`config.mk`:
```
export PLATFORM = sky130hd
export DESIGN_NAME = sm_accum
export DESIGN_NICKNAME = d
export VERILOG_FILES = /design/src/rtl/sm_pkg.sv /design/src/rtl/sm_sat_add.sv /design/src/rtl/sm_accum.sv
export SDC_FILE = /design/constraint.sdc
export NUM_CORES = 1
export LEC_CHECK = 0
export CORE_UTILIZATION = 25
export CTS_CLUSTER_SIZE = 40
export DETAILED_ROUTE_END_ITERATION = 8
export PLACE_DENSITY_LB_ADDON = 0.15
export SLEW_MARGIN = 10
export SYNTH_ARGS = -nofsm -noshare
export SYNTH_HDL_FRONTEND = slang
export SYNTH_SLANG_ARGS = --single-unit
```
`constraint.sdc`:
```
create_clock -name clk -period 6.4 [get_ports clk]
set_input_delay 1.28 -clock clk [delete_from_list [all_inputs] [get_ports clk]]
set_output_delay 1.28 -clock clk [all_outputs]
set_load 0.01 [all_outputs]
```
`src/rtl/sm_pkg.sv`:
```
// Shared types and the sign-magnitude add rule used by the accumulator datapath.
package sm_pkg;

  localparam int SM_W    = 32;
  localparam int N_DEF   = 4;
  localparam int MAG_MAX = 2**(N_DEF-1) - 1;

  typedef enum logic [1:0] {
    IDLE = 2'd0,
    ACC  = 2'd1,
    HOLD = 2'd2
  } state_t;

  function automatic int cnt_width(input int acc_len);
    return $clog2(acc_len + 1);
  endfunction

  // Operands are n-bit sign-magnitude words zero-extended to SM_W; result is {ovf, sum}.
  function automatic logic [SM_W:0] sm_add(input logic [SM_W-1:0] a,
                                           input logic [SM_W-1:0] b,
                                           input int              n);
    logic [SM_W-1:0] mmax;
    logic [SM_W-1:0] ma;
    logic [SM_W-1:0] mb;
    logic [SM_W-1:0] mag;
    logic            sa;
    logic            sb;
    logic            so;
    logic            ov;
    mmax = (32'd1 << (n - 1)) - 32'd1;
    ma   = a & mmax;
    mb   = b & mmax;
    sa   = a[n-1] & (ma != 32'd0);
    sb   = b[n-1] & (mb != 32'd0);
    ov   = 1'b0;
    if (sa == sb) begin
      mag = ma + mb;
      so  = sa;
      if (mag > mmax) begin
        mag = mmax;
        ov  = 1'b1;
      end else begin
        ov  = 1'b0;
      end
    end else if (ma >= mb) begin
      mag = ma - mb;
      so  = sa;
    end else begin
      mag = mb - ma;
      so  = sb;
    end
    if (mag == 32'd0) begin
      so = 1'b0;
    end else begin
      so = so;
    end
    return {ov, ({31'd0, so} << (n - 1)) | mag};
  endfunction

endpackage

```
`src/rtl/sm_sat_add.sv`:
```
// Combinational saturating sign-magnitude adder; never produces -0.
module sm_sat_add
  import sm_pkg::*;
#(
  parameter int N = 4
) (
  input  logic [N-1:0] op_a,
  input  logic [N-1:0] op_b,
  output logic [N-1:0] res,
  output logic         ovf
);

  logic [SM_W:0] w_full;
  logic          w_unused;

  assign w_full   = sm_add(SM_W'(op_a), SM_W'(op_b), N);
  assign res      = w_full[N-1:0];
  assign ovf      = w_full[SM_W];
  assign w_unused = &{1'b0, w_full[SM_W-1:N]};

endmodule

```
`src/rtl/sm_accum.sv`:
```
// Framed sign-magnitude accumulator: sums a beat stream, presents total, sticky ovf and count.
module sm_accum
  import sm_pkg::*;
#(
  parameter int N       = 4,
  parameter int ACC_LEN = 8
) (
  input  logic                         clk,
  input  logic                         rst_n,
  input  logic                         clr,
  input  logic                         in_vld,
  output logic                         in_rdy,
  input  logic [N-1:0]                 in_data,
  input  logic                         in_last,
  output logic                         out_vld,
  input  logic                         out_rdy,
  output logic [N-1:0]                 out_data,
  output logic                         out_ovf,
  output logic [$clog2(ACC_LEN+1)-1:0] out_cnt
);

  localparam int            CW      = cnt_width(ACC_LEN);
  localparam logic [CW-1:0] CNT_ONE = CW'(1);
  localparam logic [CW-1:0] LEN_M1  = CW'(ACC_LEN - 1);

  state_t        r_state;
  logic [N-1:0]  r_acc;
  logic [CW-1:0] r_cnt;
  logic          r_ovf;
  logic          r_in_rdy;
  logic          r_out_vld;
  logic [N-1:0]  r_out_data;
  logic          r_out_ovf;
  logic [CW-1:0] r_out_cnt;

  logic [N-1:0]  w_sum;
  logic          w_sum_ovf;
  logic          w_accept;
  logic          w_close;

  sm_sat_add #(.N(N)) u_add (
    .op_a (r_acc),
    .op_b (in_data),
    .res  (w_sum),
    .ovf  (w_sum_ovf)
  );

  assign w_accept = in_vld & r_in_rdy;
  // In IDLE the count is zero, so ACC_LEN==1 closes on the first beat here as well.
  assign w_close  = in_last | (r_cnt == LEN_M1);

  always_ff @(posedge clk or negedge rst_n) begin
    if (!rst_n) begin
      r_state    <= IDLE;
      r_acc      <= '0;
      r_cnt      <= '0;
      r_ovf      <= 1'b0;
      r_in_rdy   <= 1'b0;
      r_out_vld  <= 1'b0;
      r_out_data <= '0;
      r_out_ovf  <= 1'b0;
      r_out_cnt  <= '0;
    end else if (clr) begin
      r_state    <= IDLE;
      r_acc      <= '0;
      r_cnt      <= '0;
      r_ovf      <= 1'b0;
      r_in_rdy   <= 1'b1;
      r_out_vld  <= 1'b0;
      r_out_data <= '0;
      r_out_ovf  <= 1'b0;
      r_out_cnt  <= '0;
    end else begin
      case (r_state)
        IDLE, ACC: begin
          r_in_rdy <= 1'b1;
          if (w_accept) begin
            r_acc <= w_sum;
            r_cnt <= r_cnt + CNT_ONE;
            r_ovf <= r_ovf | w_sum_ovf;
            if (w_close) begin
              r_state    <= HOLD;
              r_in_rdy   <= 1'b0;
              r_out_vld  <= 1'b1;
              r_out_data <= w_sum;
              r_out_ovf  <= r_ovf | w_sum_ovf;
              r_out_cnt  <= r_cnt + CNT_ONE;
            end else begin
              r_state <= ACC;
            end
          end else begin
            r_state <= r_state;
          end
        end
        HOLD: begin
          if (out_rdy) begin
            r_state    <= IDLE;
            r_acc      <= '0;
            r_cnt      <= '0;
            r_ovf      <= 1'b0;
            r_in_rdy   <= 1'b1;
            r_out_vld  <= 1'b0;
            r_out_data <= '0;
            r_out_ovf  <= 1'b0;
            r_out_cnt  <= '0;
          end else begin
            r_in_rdy <= 1'b0;
          end
        end
        default: begin
          r_state  <= IDLE;
          r_in_rdy <= 1'b0;
        end
      endcase
    end
  end

  assign in_rdy   = r_in_rdy;
  assign out_vld  = r_out_vld;
  assign out_data = r_out_data;
  assign out_ovf  = r_out_ovf;
  assign out_cnt  = r_out_cnt;

endmodule

```
==> out/metrics.cfg <==
[outcome]
run_status=finished clean

[clocking]
cts_hold_buffers=0
clkLatencyLatePin_ns=0.26
clock_tree.root_cell=sky130_fd_sc_hd__clkbuf_8
h-tree-depth=1
cts_tree=built
cts_setup_buffers=0
clock_sink_count=22
clock_path_buffers=2
clk_pin_slew_worst_paths_ns=0.07
post_cts_resized=0
cts_inserted_buffers=3

[sta]
relative_max_transition_margin=0.323
final.min_clock_period_ns=4.03
tightestPinTransition_ns=1.01
finalClockSkew_ns=0.00197
grt_setup_unrepaired=no
setup_viols_final=0
post_route_clock_period_utilization=0.630
fin_tns_setup_ns=0
finalMaxSlewViolations=0
final.setup.worst_slack_ns=2.37
final-hold-violation-count=0
maxClockFrequency_mhz=248

[setup_path]
worstPathRequired_ns=6.55
timing.critical_path.mode_cell=sky130_fd_sc_hd__fa_1
rr_worst_depth=11
endpoint_kind=register
worst_path_largest_cell_delay_ns=0.68
worst-r2r-setup-slack_ns=3.56
cp_max_fo=6
setup.worst_path.start_class=input port
setup.worst_path.class=input port to register
arrival_ns=4.18
highest_delay_cell_along_the_critical_path=sky130_fd_sc_hd__clkdlybuf4s50_1
critical_path.reg2reg.startpoint=r_acc[0]
worst_r2r_endpoint=r_acc[3]
critical_path.cell_chain=clkdlybuf4s50_1 > inv_1 > fa_1 > fa_1 > a31oi_1 > mux2i_1 > nand3_1 > a22o_1 > a22oi_2 > o21ai_1

[synthesis]
count_of_state_elements_after_synthesis=22
post_synth.cell_area_avg_um2=9.98
synth_area_leader_cell=sky130_fd_sc_hd__dfrtp_1
postSynth.topFlopCell=sky130_fd_sc_hd__dfrtp_1
synth_top_cells_by_count=sky130_fd_sc_hd__dfrtp_1, sky130_fd_sc_hd__nand2_1, sky130_fd_sc_hd__inv_1, sky130_fd_sc_hd__o21ai_0, sky130_fd_sc_hd__ha_1
sequential_to_total_area_share_from_yosys_stat=0.388
ys_async_sr_fraction=1.00
synthesis.nets=166
leading_post_synthesis_cells_by_cell_area=sky130_fd_sc_hd__dfrtp_1, sky130_fd_sc_hd__ha_1, sky130_fd_sc_hd__fa_1
synth.yosys.warnings=0
synth_cell_types=38
synth-edff-count=0
yosysMostFrequentCell=sky130_fd_sc_hd__dfrtp_1
postSynthCellCount=142
syn_area_um2=1420
synth_top_area_share=0.388

[grt]
grt_antenna_before_repair=0
track_usage=0.108
grt_pass1_wl_um=5080
globalRouteOverflowTotal=0
grt_pass1_vias=1030
grt_start_max_net_pins=23

[layout]
layout.nets=189
flow.area_growth_from_synthesis_pct=22.9
number_of_inserted_filler_cells_in_the_final_layout=578
drive_above_1_share=0.123
insertedDiodeCount=0

[place]
gp_congestion=0.763
post_place_setup_slack_ns=2.11
place.port_buffers=20
detailed_place_hpwl_um=2300

[hold_path]
cell_count_of_the_worst_hold_path=2
hold_path_end=out_ovf
hold_start=out_ovf
hold_path_class=register to register

[die]
core_area_um2=5470
die-area_um2=5980
rows=27
die_x_um=77.3
die_h_um=77.3
start_util=0.259
ios=21

[power]
pwr_density_cell_nw_per_um2=260
power_frac_seq=0.401
pwr-share-clk=0.184
static-leakage-power_nw=0.752
post-layout-total-power_mw=0.452
p_int_mw=0.294
comb_power_share=0.415
power.net_switching_mw=0.158
p_sw_frac=0.350
power.ir.vdd_worst_mv=0.118

[routing]
detailedRoute.firstIterationViolations=69
antenna_left=0
num_vias=1053
drt_drc_violations_left=0
wl_per_cell_um=12.7
vias_per_cell=4.48
routed_wl_um=2990
drtPass1Iterations=4

[run]
count_of_max_cap_constraint_violations=0

through the flow:
stage | hold WS [ns] | instance area, um^2 | instances | util
final | 0.482 | 1740 | 235 | 0.318
after global routing | 0.518 | 1740 | 235 | 0.318
after floorplan | 0.459 | 1420 | 142 | -
after CTS | 0.488 | 1740 | 235 | 0.318
after global placement | 0.468 | 1700 | 232 | 0.311
after detailed placement | 0.470 | 1700 | 232 | 0.311
worst max path at each step:
stage	start	endpoint	slack (ns)	depth (start not counted)
final	in_data[1]	r_acc[3]	2.37	10
after global routing	in_data[1]	out_data[3]	2.16	10
after CTS	in_data[1]	r_acc[3]	2.39	10
after detailed placement	in_data[1]	r_acc[3]	2.11	10
after global placement	in_data[1]	out_data[3]	2.21	10
after floorplan	in_data[0]	r_acc[3]	3.02	10
sequential cells by signal, indices dropped and copies added, names as in the netlist:
| register | flops |
|---|---|
| out_cnt | 4 |
| in_rdy | 1 |
| r_acc | 4 |
| r_state | 2 |
| out_ovf | 1 |
| out_vld | 1 |
| r_cnt | 4 |
| out_data | 4 |
| r_ovf | 1 |
power groups by stage:
stage	clock, mW	combinational [mW]	sequential (mW)
detailed placement	0	0.189	0.185
finish	0.0834	0.188	0.181
global placement	0	0.190	0.183
floorplan	0	0.124	0.183
global route	0.0952	0.210	0.185
CTS	0.0877	0.190	0.182
area by class of cell:
class,instances,area (um^2),area share
repair buffers,20,200,0.115
flip-flops and latches,22,551,0.316
multi-input cells,107,818,0.470
inverters,11,41.3,0.0237
well taps,72,90.1,0.0517
clock buffers,3,41.3,0.0237
worst max-delay path, delay by kind of cell:
kind | cells | cell delay [ns]
adders and majority gates | 2 | 0.88
buffers and inverters | 2 | 0.82
AOI/OAI and AO/OA | 4 | 0.79
muxes | 1 | 0.28
and+or+nand+nor | 1 | 0.11
cell usage in the layout, fill, tap and decap left out, drive strengths merged, types with 3 or more instances in the layout:
cell type	instances
dfrtp	22
nor2	8
a21oi	7
nand2b	3
clkdlybuf4s50	20
clkbuf	3
or3	3
mux2	7
fa	4
o21a	3
o31ai	5
or2	3
inv	11
a31oi	3
nand2	14
ha	10
o21ai	13
nor2b	3
routing by layer:
metal	part of all wire	vias to the layer above	global-route usage	wire [um]
met3	0.026	2	0.0250	78
met1	0.52	502	0.150	1560
met4	0.0064	0	0.0283	19
met5	0	-	0	0
li1	-	535	-	-
met2	0.45	14	0.166	1330
kinds of logic after synthesis:
kind of cell / Yosys count / synth area share
xor gates and xnor gates: 3 / 0.0238
adders and majority gates: 14 / 0.145
and+or+nand+nor: 44 / 0.160
AOI/OAI and AO/OA: 37 / 0.179
buffers and inverters: 13 / 0.0344
DFF: 22 / 0.388
muxes: 9 / 0.0697
Note: power is estimated with default switching activity, not from simulation.
